==> src/rtl/adder_arbiter.sv <==
// adder_arbiter: round-robin arbiter that time-shares one external 32-bit
// ripple adder between NUM_REQ requesters. A granted request is latched into
// operand registers (p0), the adder result is captured into the response
// registers one cycle later and held on a valid/ready response channel.
// Optional build macro ADDER_ARB_SUB_EN adds a per-requester req_sub input
// that turns the operation into a - b (B inverted, carry-in forced to 1).
module adder_arbiter #(
  parameter int NUM_REQ = 4,
  parameter int ID_W    = 2
) (
  input  logic                  clk,
  input  logic                  rst_n,
  input  logic [NUM_REQ-1:0]    req_valid,
  output logic [NUM_REQ-1:0]    req_ready,
  input  logic [32*NUM_REQ-1:0] req_a,
  input  logic [32*NUM_REQ-1:0] req_b,
  input  logic [NUM_REQ-1:0]    req_cin,
`ifdef ADDER_ARB_SUB_EN
  input  logic [NUM_REQ-1:0]    req_sub,
`endif
  output logic [31:0]           add_a,
  output logic [31:0]           add_b,
  output logic                  add_cin,
  input  logic [31:0]           add_sum,
  input  logic                  add_cout,
  output logic                  rsp_valid,
  input  logic                  rsp_ready,
  output logic [ID_W-1:0]       rsp_id,
  output logic [31:0]           rsp_sum,
  output logic                  rsp_cout,
  output logic                  rsp_ovf
);

  localparam int DATA_W = 32;
  localparam logic [ID_W:0] NUM_REQ_W = (ID_W+1)'(NUM_REQ);

  typedef enum logic [1:0] {
    IDLE = 2'd0,
    EXEC = 2'd1,
    RESP = 2'd2
  } state_t;

  state_t              state;
  logic [ID_W-1:0]     last_grant;
  logic [ID_W-1:0]     win;
  logic                any_valid;
  logic                grant_ok;
  logic [ID_W:0]       cand_ext;
  logic [ID_W-1:0]     cand;
  logic [DATA_W-1:0]   sel_a;
  logic [DATA_W-1:0]   sel_b;
  logic                sel_cin;

  logic [DATA_W-1:0]   op_a_p0;
  logic [DATA_W-1:0]   op_b_p0;
  logic                op_cin_p0;
  logic [ID_W-1:0]     op_id_p0;

  // Signed overflow of a + b giving s: operands agree in sign, result does not.
  function automatic logic add_ovf(input logic [DATA_W-1:0] a,
                                   input logic [DATA_W-1:0] b,
                                   input logic [DATA_W-1:0] s);
    return (a[DATA_W-1] == b[DATA_W-1]) && (s[DATA_W-1] != a[DATA_W-1]);
  endfunction

  // Round-robin search from last_grant+1; descending scan leaves the nearest valid requester.
  always_comb begin
    win       = last_grant;
    any_valid = 1'b0;
    cand_ext  = '0;
    cand      = '0;
    for (int i = NUM_REQ; i >= 1; i--) begin
      cand_ext = {1'b0, last_grant} + (ID_W+1)'(i);
      if (cand_ext >= NUM_REQ_W) cand_ext = cand_ext - NUM_REQ_W;
      cand = cand_ext[ID_W-1:0];
      if (req_valid[cand]) begin
        win       = cand;
        any_valid = 1'b1;
      end
    end
  end

  // Grant is offered only when the operand registers are free to reload; held off in reset.
  always_comb begin
    grant_ok  = rst_n && any_valid &&
                ((state == IDLE) || ((state == RESP) && rsp_ready));
    req_ready = '0;
    if (grant_ok) req_ready[win] = 1'b1;
  end

  // Winner's operands as they will be latched; subtract inverts B and forces carry-in.
  always_comb begin
    sel_a   = req_a[{win, 5'd0} +: DATA_W];
    sel_b   = req_b[{win, 5'd0} +: DATA_W];
    sel_cin = req_cin[win];
`ifdef ADDER_ARB_SUB_EN
    if (req_sub[win]) begin
      sel_b   = ~req_b[{win, 5'd0} +: DATA_W];
      sel_cin = 1'b1;
    end
`endif
  end

  // p0: operand registers feed the shared adder directly, also while idle.
  assign add_a   = op_a_p0;
  assign add_b   = op_b_p0;
  assign add_cin = op_cin_p0;

  // Sequencer FSM: latch on handshake, capture adder result in EXEC, hold in RESP.
  always_ff @(posedge clk or negedge rst_n) begin
    if (!rst_n) begin
      state      <= IDLE;
      last_grant <= ID_W'(NUM_REQ - 1);
      op_a_p0    <= '0;
      op_b_p0    <= '0;
      op_cin_p0  <= 1'b0;
      op_id_p0   <= '0;
      rsp_valid  <= 1'b0;
      rsp_id     <= '0;
      rsp_sum    <= '0;
      rsp_cout   <= 1'b0;
      rsp_ovf    <= 1'b0;
    end else begin
      if (grant_ok) begin
        op_a_p0    <= sel_a;
        op_b_p0    <= sel_b;
        op_cin_p0  <= sel_cin;
        op_id_p0   <= win;
        last_grant <= win;
      end
      case (state)
        IDLE: begin
          if (grant_ok) state <= EXEC;
        end
        EXEC: begin
          // p0 -> response: adder output is captured here
          rsp_sum   <= add_sum;
          rsp_cout  <= add_cout;
          rsp_ovf   <= add_ovf(op_a_p0, op_b_p0, add_sum);
          rsp_id    <= op_id_p0;
          rsp_valid <= 1'b1;
          state     <= RESP;
        end
        RESP: begin
          if (rsp_ready) begin
            rsp_valid <= 1'b0;
            state     <= grant_ok ? EXEC : IDLE;
          end
        end
        default: begin
          rsp_valid <= 1'b0;
          state     <= IDLE;
        end
      endcase
    end
  end

endmodule

==> config.mk <==
export PLATFORM = sky130hd
export DESIGN_NAME = adder_arbiter
export DESIGN_NICKNAME = d
export VERILOG_FILES = /design/src/rtl/adder_arbiter.sv
export SDC_FILE = /design/constraint.sdc
export NUM_CORES = 1
export LEC_CHECK = 0
export BUFFER_PORTS_ARGS = -buffer_cell sky130_fd_sc_hd__buf_2
export CAP_MARGIN = 10
export CORE_AREA = 8 8 151 153
export DETAILED_ROUTE_END_ITERATION = 10
export DIE_AREA = 0 0 159 161
export PLACE_DENSITY_LB_ADDON = 0.1
export SLEW_MARGIN = 20
export SYNTH_ARGS = -nofsm -noshare
export SYNTH_HDL_FRONTEND = slang
export SYNTH_SLANG_ARGS = --single-unit
==> constraint.sdc <==
create_clock -name clk -period 4.6 [get_ports clk]
set_input_delay 0.46 -clock clk [delete_from_list [all_inputs] [get_ports clk]]
set_output_delay 0.46 -clock clk [all_outputs]
set_load 0.02 [all_outputs]
---- Yosys cells after proc, flatten, opt, wreduce, memory -nomap -nowiden ----
Cells that the tools add are included.
storage, ports and cells
  output and inout port bits .............. 106
  logic and storage cells ................. 78
  bits of input ports ..................... 300
  register bits after elaboration ......... 108
cells by class
  bitwise logic cells ..................... 1
  equality and inequality tests ........... 6
  shift operators ......................... 2
  multiplexer cells ....................... 31
  reduce and logical (&&, ||, !) cells .... 9
  $add $sub $neg .......................... 8
  order comparisons ....................... 10
operators by type and width
  cell                                                                                 count
  128-bit by 8-bit variable part select with 32-bit output                             2
  2-bit 2-to-1 mux                                                                     10
  2-bit by 3-bit less-than comparator with 1-bit output, second input constant         5
  3-bit greater-or-equal comparator, second input constant                             4
  1-bit 2-to-1 mux                                                                     12
  1-bit binary-select mux with 2-bit select                                            5
  2-bit by 1-bit subtractor with 2-bit output, second input constant                   4
  2-bit by 2-bit adder with 3-bit output, second input constant                        2
  2-bit one-hot mux with 3 select lines                                                1
  1-bit logical AND                                                                    5
  4-bit 2-to-1 mux                                                                     1
  2-bit inequality test, second input constant                                         2
  2-bit AND reduction                                                                  2
  2-bit by 1-bit adder with 3-bit output, second input constant                        1
  2-bit by 3-bit adder with 3-bit output, second input constant                        1
  1-bit one-hot mux with 3 select lines                                                1
  1-bit demux with 2-bit select                                                        1
  2-bit by 1-bit equality test with 1-bit output, second input constant                1
  2-bit equality test, second input constant                                           1
  2-bit by 1-bit greater-or-equal comparator with 1-bit output, second input constant  1
  2-bit logical NOT                                                                    1
  1-bit equality test                                                                  1
  1-bit logical OR                                                                     1
  1-bit inequality test                                                                1
  1-bit NOT                                                                            1

---- Longest topological paths before layout ----
Gate-level depths: netlist of the first run.
  word-level depth ........................ 14
  mapped depth ............................ 9
  depth with buffers taken out ............ 6

---- Worst setup path after synthesis of the first run ----
OpenSTA, ideal clock, no wires.
  path type ............................... in2out
  start ................................... in req_valid[3]
  end ..................................... out req_ready[1]
  buffers on the path ..................... 3
  arrival time ............................ 1.854 ns
  data required time ...................... 4.140 ns
  stages on the path ...................... 8
  slack ................................... 2.286 ns
  cell sequence ........................... nor2b_2 and2_4 buf_6 buf_2 nor3_1 nand2_1 buf_2 nor2_1
between the ends
  longest elaborated chain between the ends .. 11
  elaborated cells between the ends (all ways) .. 24
  those cells by class .................... 2 x order compare; 19 x mux; 3 x reduce/logical
ends and longest elaborated chain
  element                                                                                                                                                      line  text
  start, declared                                                                                                                                              13    input logic [NUM_REQ-1:0] req_valid,
  1-bit binary-select mux with 2-bit select                                                                                                                    76    if (req_valid[cand]) begin
  1-bit 2-to-1 mux (implied by the code)                                                                                                                       76
  2-bit 2-to-1 mux (4 in a row)                                                                                                                                76
  2-bit by 3-bit less-than comparator with 1-bit output (implied by the code) or 2-bit by 1-bit greater-or-equal comparator with 1-bit output (tied branches)  88    if (grant_ok) req_ready[win] = 1'b1;
  1-bit logical AND (implied by the code)                                                                                                                      88
  1-bit 2-to-1 mux (implied by the code)                                                                                                                       88
  1-bit demux with 2-bit select                                                                                                                                88
  4-bit 2-to-1 mux *                                                                                                                                           88
  end, declared                                                                                                                                                14    output logic [NUM_REQ-1:0] req_ready,
Mark *: on every way between the ends. The rest lies on a longest branch, timed or not. The select of a mux whose other input is x is not followed.

---- Worst setup path after layout of the first run ----
  start ................................... reg last_grant[1]
  end ..................................... out req_ready[3]
between the ends
  longest elaborated chain between the ends .. 14
  elaborated cells between the ends (all ways) .. 40
  those cells by class .................... 8 x add/sub; 6 x order compare; 23 x mux; 3 x reduce/logical
ends and longest elaborated chain
  element                                                                                                                                                      line  text
  start, declared                                                                                                                                              44    logic [ID_W-1:0] last_grant;
  start signal, assigned                                                                                                                                       113   last_grant <= ID_W'(NUM_REQ - 1);
  start signal, assigned                                                                                                                                       129   last_grant <= win;
  2-bit by 3-bit adder with 3-bit output                                                                                                                       73    cand_ext = {1'b0, last_grant} + (ID_W+1)'(i);
  3-bit greater-or-equal comparator or 2-bit by 1-bit subtractor with 2-bit output (tied branches)                                                             74    if (cand_ext >= NUM_REQ_W) cand_ext = cand_ext - NUM_REQ_W;
  2-bit 2-to-1 mux                                                                                                                                             74
  1-bit binary-select mux with 2-bit select                                                                                                                    76
  1-bit 2-to-1 mux (implied by the code)                                                                                                                       76
  2-bit 2-to-1 mux (4 in a row)                                                                                                                                76
  2-bit by 3-bit less-than comparator with 1-bit output (implied by the code) or 2-bit by 1-bit greater-or-equal comparator with 1-bit output (tied branches)  88
  1-bit logical AND (implied by the code)                                                                                                                      88
  1-bit 2-to-1 mux (implied by the code)                                                                                                                       88
  1-bit demux with 2-bit select                                                                                                                                88
  4-bit 2-to-1 mux *                                                                                                                                           88
Marks and branches as above.

==> results of run 1 <==
## cell families after synthesis
logic type	after synthesis	share of synthesized area [%]
compound gates	174	19.7
mux	133	20.9
simple gates	133	12.2
flops	108	41.1
buf+inv	66	6.14
## critical path: stages (launching register included)
cell,delay [ns]
dfstp_2,0.61
and2_4,0.64
or3_2,0.69
nand2_4,0.42
nor2_1,0.18
buf_2,0.19
## flip-flops by register name, indices dropped and copies added (netlist names)
signal / flops
last_grant: 2
rsp_id: 2
rsp_valid: 1
state: 2
add_a: 32
rsp_cout: 1
rsp_ovf: 1
add_b: 32
rsp_sum: 32
op_id_p0: 2
add_cin: 1
## synth_stat cells (all sizes together)
cell    instances  area [um^2]
nor3            1         5.00
nand4b          1         8.76
inv             1         3.75
dfrtp         106         2650
o31a           33          289
or3             1         6.26
nand2b         37          231
mux2i          98          981
buf            51          344
or4             1         7.51
o221ai         32          280
mux2           35          394
nor4b          33          289
o21ba           1         10.0
and2            1         8.76
and3b           1         8.76
a22oi           1         7.51
a21o            2         15.0
o41ai          33          289
nand2          40          158
dfstp           2         52.6
o21a            1         7.51
nor2           12         45.0
nor2b           3         21.3
a31oi          33          206
a21oi           3         15.0
clkbuf         14         56.3
nand3           1         10.0
and3            1         6.26
o21ai          35          175
## report_power, final
| part | internal (mW) | leakage, nW | total, mW | switching [mW] |
|---|---|---|---|---|
| sequential | 1.38 | 1.25 | 1.62 | 0.235 |
| combinational | 1.23 | 2.99 | 3.12 | 1.90 |
| clock | 0.438 | 0.152 | 0.853 | 0.414 |
| total | 3.05 | 4.40 | 5.60 | 2.55 |
## per-stage QoR
| stage | area, um^2 | utilization (%) |
|---|---|---|
| 4_1_cts | 8990 | 43.7 |
| 5_1_grt | 9030 | 43.9 |
| 3_3_place_gp | 8680 | 42.2 |
| 6_report | 9030 | 43.9 |
| 2_1_floorplan | 6590 | - |
| 3_5_place_dp | 8680 | 42.2 |
## final timing paths
| check | from | to | cells after the start |
|---|---|---|---|
| worst max register to register | last_grant[1] | add_a[5] | 5 |
| worst min register to register | rsp_valid | rsp_valid | 1 |
| max in group asynchronous | rst_n | rsp_sum[17] | 3 |
| worst max-delay path | last_grant[1] | req_ready[3] | 5 |
| min in group clk | add_sum[26] | rsp_sum[26] | 2 |
| worst min-delay path | rst_n | add_b[14] | 2 |
## area by class of cell
cell class	count	area [um^2]	area share [%]
Inverter	1	3.75	0.0416
Tap cell	275	344	3.81
Sequential cell	108	2710	30.0
Clock inverter	7	88.8	0.984
Timing Repair Buffer	417	2160	23.9
Multi-Input combinational cell	440	3500	38.8
Antenna cell	3	7.51	0.0831
Clock buffer	9	225	2.49
## metal layers
metal  routed length (um)  share of wire, %  vias to the layer above
met3                 1880               6.8                       42
met1                11600                42                     3197
met2                13500                49                      271
met4                  569               2.1                        8
met5                   41              0.15                        -
li1                     -                 -                     3116
==> flow_summary.json, run 1 <==
{
  "status": "completed",
  "start_kind": "flip-flop",
  "crit_fanout": 69,
  "hold_class": "primary input to asynchronous set/reset pin",
  "dp_slack_ns": 1.19,
  "synth_cells": 614,
  "maxSlewHeadroom_pct": 44.6,
  "drt_pass1_iterations": 4,
  "cp.arrival_ns": 3.10,
  "cts_setup_buffers": 0,
  "yosysWarningCount": 0,
  "die_y_um": 161,
  "drt_iter0_markers": 416,
  "period_needed_ns": 3.56,
  "crit_type": "flip-flop to output pin",
  "total_power_mw": 5.60,
  "worstPathRequired_ns": 4.14,
  "io_buffers": 405,
  "fmax_mhz": 281,
  "cts_buffers": 9,
  "dp_hpwl_um": 20500,
  "dieArea_um2": 25600,
  "worst_slew_pin_slew_ns": 0.831,
  "hold_ws_ns": 0.251,
  "syn_avg_cell_area_um2": 10.7,
  "drc": 0,
  "synth_nets": 914,
  "num-nets-final": 1277,
  "setup_tns_ns": 0,
  "grtUsageTotal_pct": 20.7,
  "ys_seq_area_share_pct": 41.1,
  "post_drt_wl_per_cell_um": 21.9,
  "grt_max_degree": 101,
  "gr-total-overflow": 0,
  "fill_cells": 2116,
  "use_met3_pct": 5.88,
  "mostFrequentLayoutCells": "404 x buf_2, 106 x dfrtp_1, 98 x mux2i_1",
  "wirelength_um": 27600,
  "final_cells": 1260,
  "area_growth_pct": 37.1,
  "grt-busiest-layer": "met2",
  "cts_sinks": 108,
  "setup_violations": 0,
  "grt_setup_unrepaired": "no",
  "dieWidth_um": 159,
  "core_area_um2": 20600,
  "via_per_inst": 5.27,
  "fin_crit_sh_pct": 77.4,
  "r2r_setup_slack_ns": 1.71,
  "postCtsResizedCells": 0,
  "cp-end-kind": "output pin",
  "p_leak_nw": 4.40,
  "max_cap_viol_count": 0,
  "grtUsageMet2_pct": 34.6,
  "ys_types": 37,
  "final_antenna_net_count": 0,
  "grt_pass1_vias": 7192,
  "syn_area_um2": 6590,
  "root_buffer": "clkbuf_16",
  "finalHoldViolations": 0,
  "clk_pin_slew_ns": 0.09,
  "globalplace.congestion": 0.821,
  "power.density_nw_per_um2": 620,
  "placed_cells": 1240,
  "layout_setup_ws_ns": 1.04,
  "clk_path_buf_depth": 2,
  "ios": 406,
  "fin_skew_ns": 0.0206,
  "final_common_cell": "buf_2",
  "grt_pass1_wl_um": 42200,
  "cts_tree": "done",
  "ys_ff_latch": 108,
  "initial_core_util_pct": 32.0,
  "layout-drive-gt1-share_pct": 48.9,
  "hold_buffers": 0,
  "met1_usage_pct": 25.4,
  "num_vias": 6634,
  "drv_slew": 0,
  "htree_num_levels": 3,
  "irDropWorstVdd_mv": 0.293,
  "row_count": 53,
  "worstSkewPairLatency_ns": 0.37,
  "grt_antenna_before_repair": 7
}
Power figures use the tool's default switching activity.
==> run 2: changes to the inputs <==
- clock period: 4.6 -> 3.29 ns (I/O delays scaled with it)
==> run 2 against run 1 <==
  * Cell area grew 0.17%
  * Power up 39%
  * Cell count up 0.40%
  * Register-to-register slack worse by 1.0 ns
  * Die area stayed put
  * Sequential power up 40%
==> flow_summary.json, run 2 (synthesis results as in run 1) <==
{
  "period_needed_ns": 2.80,
  "finalHoldViolations": 0,
  "cts_tree": "done",
  "mostFrequentLayoutCells": "404 x buf_2, 106 x dfrtp_1, 98 x mux2i_1",
  "row_count": 53,
  "start_kind": "flip-flop",
  "maxSlewHeadroom_pct": 46.6,
  "htree_num_levels": 3,
  "worstSkewPairLatency_ns": 0.36,
  "grt_pass1_vias": 6969,
  "postCtsResizedCells": 0,
  "setup_violations": 0,
  "drc": 0,
  "ios": 406,
  "r2r_start": "last_grant[1]",
  "crit_type": "flip-flop to output pin",
  "wirelength_um": 27800,
  "worstPathRequired_ns": 2.96,
  "placed_cells": 1246,
  "cts_buffers": 9,
  "core_area_um2": 20600,
  "max_cap_viol_count": 0,
  "worstRegToRegCells": 6,
  "drv_slew": 0,
  "cts_setup_buffers": 0,
  "irDropWorstVdd_mv": 0.410,
  "crit_fanout": 29,
  "drt_iter0_markers": 369,
  "clk_pin_slew_ns": 0.08,
  "num-nets-final": 1283,
  "io_buffers": 405,
  "final_cells": 1265,
  "crit_path_cell_trace": "mux2i_1, a22oi_1, nand3_2, nor2_1, buf_2",
  "status": "completed",
  "grt_setup_unrepaired": "no",
  "cts_sinks": 108,
  "area_growth_pct": 37.4,
  "dp_hpwl_um": 20600,
  "critPathTopFamily": "simple AND/OR/NAND/NOR gates",
  "cp-end-kind": "output pin",
  "globalplace.congestion": 0.813,
  "power.density_nw_per_um2": 862,
  "grt_max_degree": 101,
  "fin_crit_sh_pct": 85.0,
  "grt_antenna_before_repair": 1,
  "cp.arrival_ns": 2.47,
  "grtUsageTotal_pct": 20.8,
  "cp_slowest_stage_delay_ns": 0.62,
  "gr-total-overflow": 0,
  "total_power_mw": 7.80,
  "final_antenna_net_count": 0,
  "fin_skew_ns": 0.00870,
  "cpMaxStageDelayCell": "dfstp_2",
  "die_y_um": 161,
  "root_buffer": "clkbuf_16",
  "grt_pass1_wl_um": 42200,
  "dieWidth_um": 159,
  "r2r-end": "add_a[25]",
  "hold_buffers": 0,
  "crit_buf_inv": 1,
  "post_drt_wl_per_cell_um": 22.0,
  "drt_pass1_iterations": 5,
  "worst_slew_pin_slew_ns": 0.802,
  "r2r_setup_slack_ns": 0.66,
  "num_vias": 6718,
  "dieArea_um2": 25600,
  "hold_class": "primary input to asynchronous set/reset pin",
  "final_common_cell": "buf_2",
  "layout-drive-gt1-share_pct": 49.2,
  "fmax_mhz": 358,
  "via_per_inst": 5.31,
  "setup_tns_ns": 0,
  "clk_path_buf_depth": 2,
  "p_leak_nw": 4.41,
  "initial_core_util_pct": 32.0
}
[run 2: changes by cell type in the layout (fill, tap and decap cells not counted), sizes merged]
| cell | previous run | this run |
|---|---|---|
| bufinv | 1 | 0 |
| buf | 417 | 423 |
| diode | 3 | 2 |
| clkinv | 1 | 2 |
[run 2: area by class of cell]
type	count	area, um^2
Fill cell	2104	11500
Multi-Input combinational cell	440	3500
Sequential cell	108	2710
Timing Repair Buffer	423	2180
Tap cell	275	344
Clock buffer	9	225
Clock inverter	7	77.6
Antenna cell	2	5.00
Inverter	1	3.75
[run 2: per-stage QoR]
| stage | setup WS (ns) | hold WS [ns] | cell area [um^2] | utilization (%) |
|---|---|---|---|---|
| 2_1_floorplan | 1.12 | 0.0334 | 6590 | - |
| 3_3_place_gp | 0.635 | 0.462 | 8710 | 42.4 |
| 3_5_place_dp | 0.625 | 0.466 | 8710 | 42.4 |
| 4_1_cts | 0.445 | 0.169 | 9010 | 43.8 |
| 5_1_grt | 0.330 | 0.167 | 9040 | 44.0 |
| 6_report | 0.494 | 0.146 | 9040 | 44.0 |
[run 2: how the worst max path moves through the flow]
stage	end	cells after the start	slack, ns	from
after detailed placement	add_a[25]	6	0.63	last_grant[1]
after global placement	add_a[25]	6	0.64	last_grant[1]
final	req_ready[2]	5	0.49	last_grant[1]
after global routing	req_ready[2]	5	0.33	last_grant[1]
after floorplan	req_ready[1]	8	1.12	last_grant[0]
after CTS	req_ready[2]	5	0.45	last_grant[1]
[run 2: report_power, final]
group / internal [mW] / switching [mW] / total [mW]
Sequential: 1.94 / 0.332 / 2.27
Combinational: 1.72 / 2.67 / 4.39
Clock: 0.545 / 0.592 / 1.14
[run 2: metal layers]
| metal | GRT usage [%] | up-vias | wire length, um |
|---|---|---|---|
| li1 | - | 3130 | - |
| met1 | 26.0 | 3276 | 11900 |
| met2 | 35.0 | 289 | 13600 |
| met3 | 5.98 | 23 | 1900 |
| met4 | 4.72 | 0 | 439 |
| met5 | 0 | - | 0 |
==> run 3: changes to the inputs <==
- clock period: 3.29 -> 2.9 ns (I/O delays scaled with it)
==> run 3 against run 2 <==
  * Highest routed layer is now met5
  * Routed wire length fell by 2.2%
  * Cell count did not move
  * Sequential cell count did not move
  * Largest cell class unchanged
  * Critical path type unchanged
  * Clock power up 15%
  * Worst setup slack worse by 0.12 ns
  * Sequential power rose by 14%
  * Power grew 14%
  * Critical endpoint is now req_ready[3]
==> flow_summary.json, run 3 (synthesis results as in run 1) <==
{
  "status": "completed",
  "grt_setup_unrepaired": "no",
  "finalHoldViolations": 0,
  "die_y_um": 161,
  "hold_class": "primary input to asynchronous set/reset pin",
  "crit_type": "flip-flop to output pin",
  "final_common_cell": "buf_2",
  "wirelength_um": 27200,
  "fin_crit_sh_pct": 87.1,
  "ios": 406,
  "num_vias": 6559,
  "r2r_setup_slack_ns": 0.52,
  "worstSkewPairLatency_ns": 0.36,
  "cp-end-kind": "output pin",
  "cts_buffers": 9,
  "htree_num_levels": 3,
  "r2r-end": "add_a[25]",
  "layout-drive-gt1-share_pct": 49.2,
  "num-nets-final": 1283,
  "grt_antenna_before_repair": 3,
  "crit_path_start": "last_grant[0]",
  "cts_sinks": 108,
  "drv_slew": 0,
  "period_needed_ns": 2.53,
  "row_count": 53,
  "dp_hpwl_um": 20700,
  "core_area_um2": 20600,
  "setup_tns_ns": 0,
  "cp.arrival_ns": 2.24,
  "layout_setup_ws_ns": 0.374,
  "drc": 0,
  "gr-total-overflow": 0,
  "power.density_nw_per_um2": 976,
  "grt_max_degree": 101,
  "cts_setup_buffers": 0,
  "globalplace.congestion": 0.789,
  "postCtsResizedCells": 0,
  "crit_fanout": 9,
  "grtUsageTotal_pct": 20.5,
  "post_drt_wl_per_cell_um": 21.5,
  "via_per_inst": 5.18,
  "setup_violations": 0,
  "r2r_start": "last_grant[1]",
  "start_kind": "flip-flop",
  "mostFrequentLayoutCells": "404 x buf_2, 106 x dfrtp_1, 98 x mux2i_1",
  "dieWidth_um": 159,
  "max_cap_viol_count": 0,
  "area_growth_pct": 38.4,
  "worstRegToRegCells": 6,
  "hold_buffers": 0,
  "total_power_mw": 8.90,
  "fmax_mhz": 396,
  "drt_iter0_markers": 336,
  "fin_skew_ns": 0.0210,
  "setup.worst_path.end": "req_ready[3]",
  "io_buffers": 405,
  "grt_pass1_wl_um": 41800,
  "cts_tree": "done",
  "p_leak_nw": 4.44,
  "root_buffer": "clkbuf_16",
  "worstPathRequired_ns": 2.61,
  "clk_path_buf_depth": 2,
  "irDropWorstVdd_mv": 0.667,
  "dp_slack_ns": 0.494,
  "drt_pass1_iterations": 5,
  "final_antenna_net_count": 0,
  "grt_pass1_vias": 7036,
  "clk_pin_slew_ns": 0.10,
  "dieArea_um2": 25600,
  "maxSlewHeadroom_pct": 46.4,
  "initial_core_util_pct": 32.0,
  "worst_slew_pin_slew_ns": 0.804
}
[run 3: cell types whose count changed in the layout (fill, tap and decap cells not counted)]
| cell | previous run | this run |
|---|---|---|
| clkinv_4 | 1 | 0 |
| buf_16 | 1 | 0 |
| buf_4 | 18 | 13 |
| buf_12 | 0 | 6 |
| clkinvlp_4 | 1 | 0 |
| clkinv_8 | 1 | 3 |
[run 3: critical path: stages (launching register included)]
cell and delay, ns:
dfstp_2 0.58, nor2b_2 0.06, o21ba_2 0.23, or3_2 0.60, nand2_4 0.20, nor2_1 0.05, buf_2 0.18
[run 3: power breakdown]
group          switching (mW)  internal, mW
Clock                   0.680         0.632
Sequential              0.381          2.20
Combinational            2.99          2.02
Total                    4.05          4.85
[run 3: worst min-delay path by stage]
stage                           start          end  cells past startpoint
final                           rst_n      add_cin                      2
after global routing      add_sum[23]  rsp_sum[23]                      2
after CTS                       rst_n     add_b[1]                      2
after detailed placement  op_id_p0[1]  op_id_p0[1]                      2
after global placement      rsp_valid    rsp_valid                      1
after floorplan                 rst_n     add_a[0]                      0
[run 3: through the flow]
step	hold WS, ns	instances	util, %	instance area [um^2]
final	0.0976	1265	44.3	9120
after global routing	0.134	1265	44.3	9120
after CTS	0.124	1263	44.3	9110
after detailed placement	0.462	1247	42.8	8790
after global placement	0.461	1247	42.8	8790
after floorplan	-0.00559	614	-	6590
[run 3: layer usage]
metal  GRT usage (%)  vias to the layer above  share of wire (%)
met5               0                        -              0.029
met4            4.29                        2               0.97
met3            5.83                       16                7.4
met2            35.8                      282                 51
met1            24.7                     3132                 41
li1                -                     3127                  -
[run 3: cell type report]
type | count | area (um^2)
Antenna cell | 2 | 5.00
Clock buffer | 9 | 225
Clock inverter | 7 | 93.8
Fill cell | 2081 | 11400
Inverter | 1 | 3.75
Multi-Input combinational cell | 440 | 3500
Sequential cell | 108 | 2710
Tap cell | 275 | 344
Timing Repair Buffer | 423 | 2240
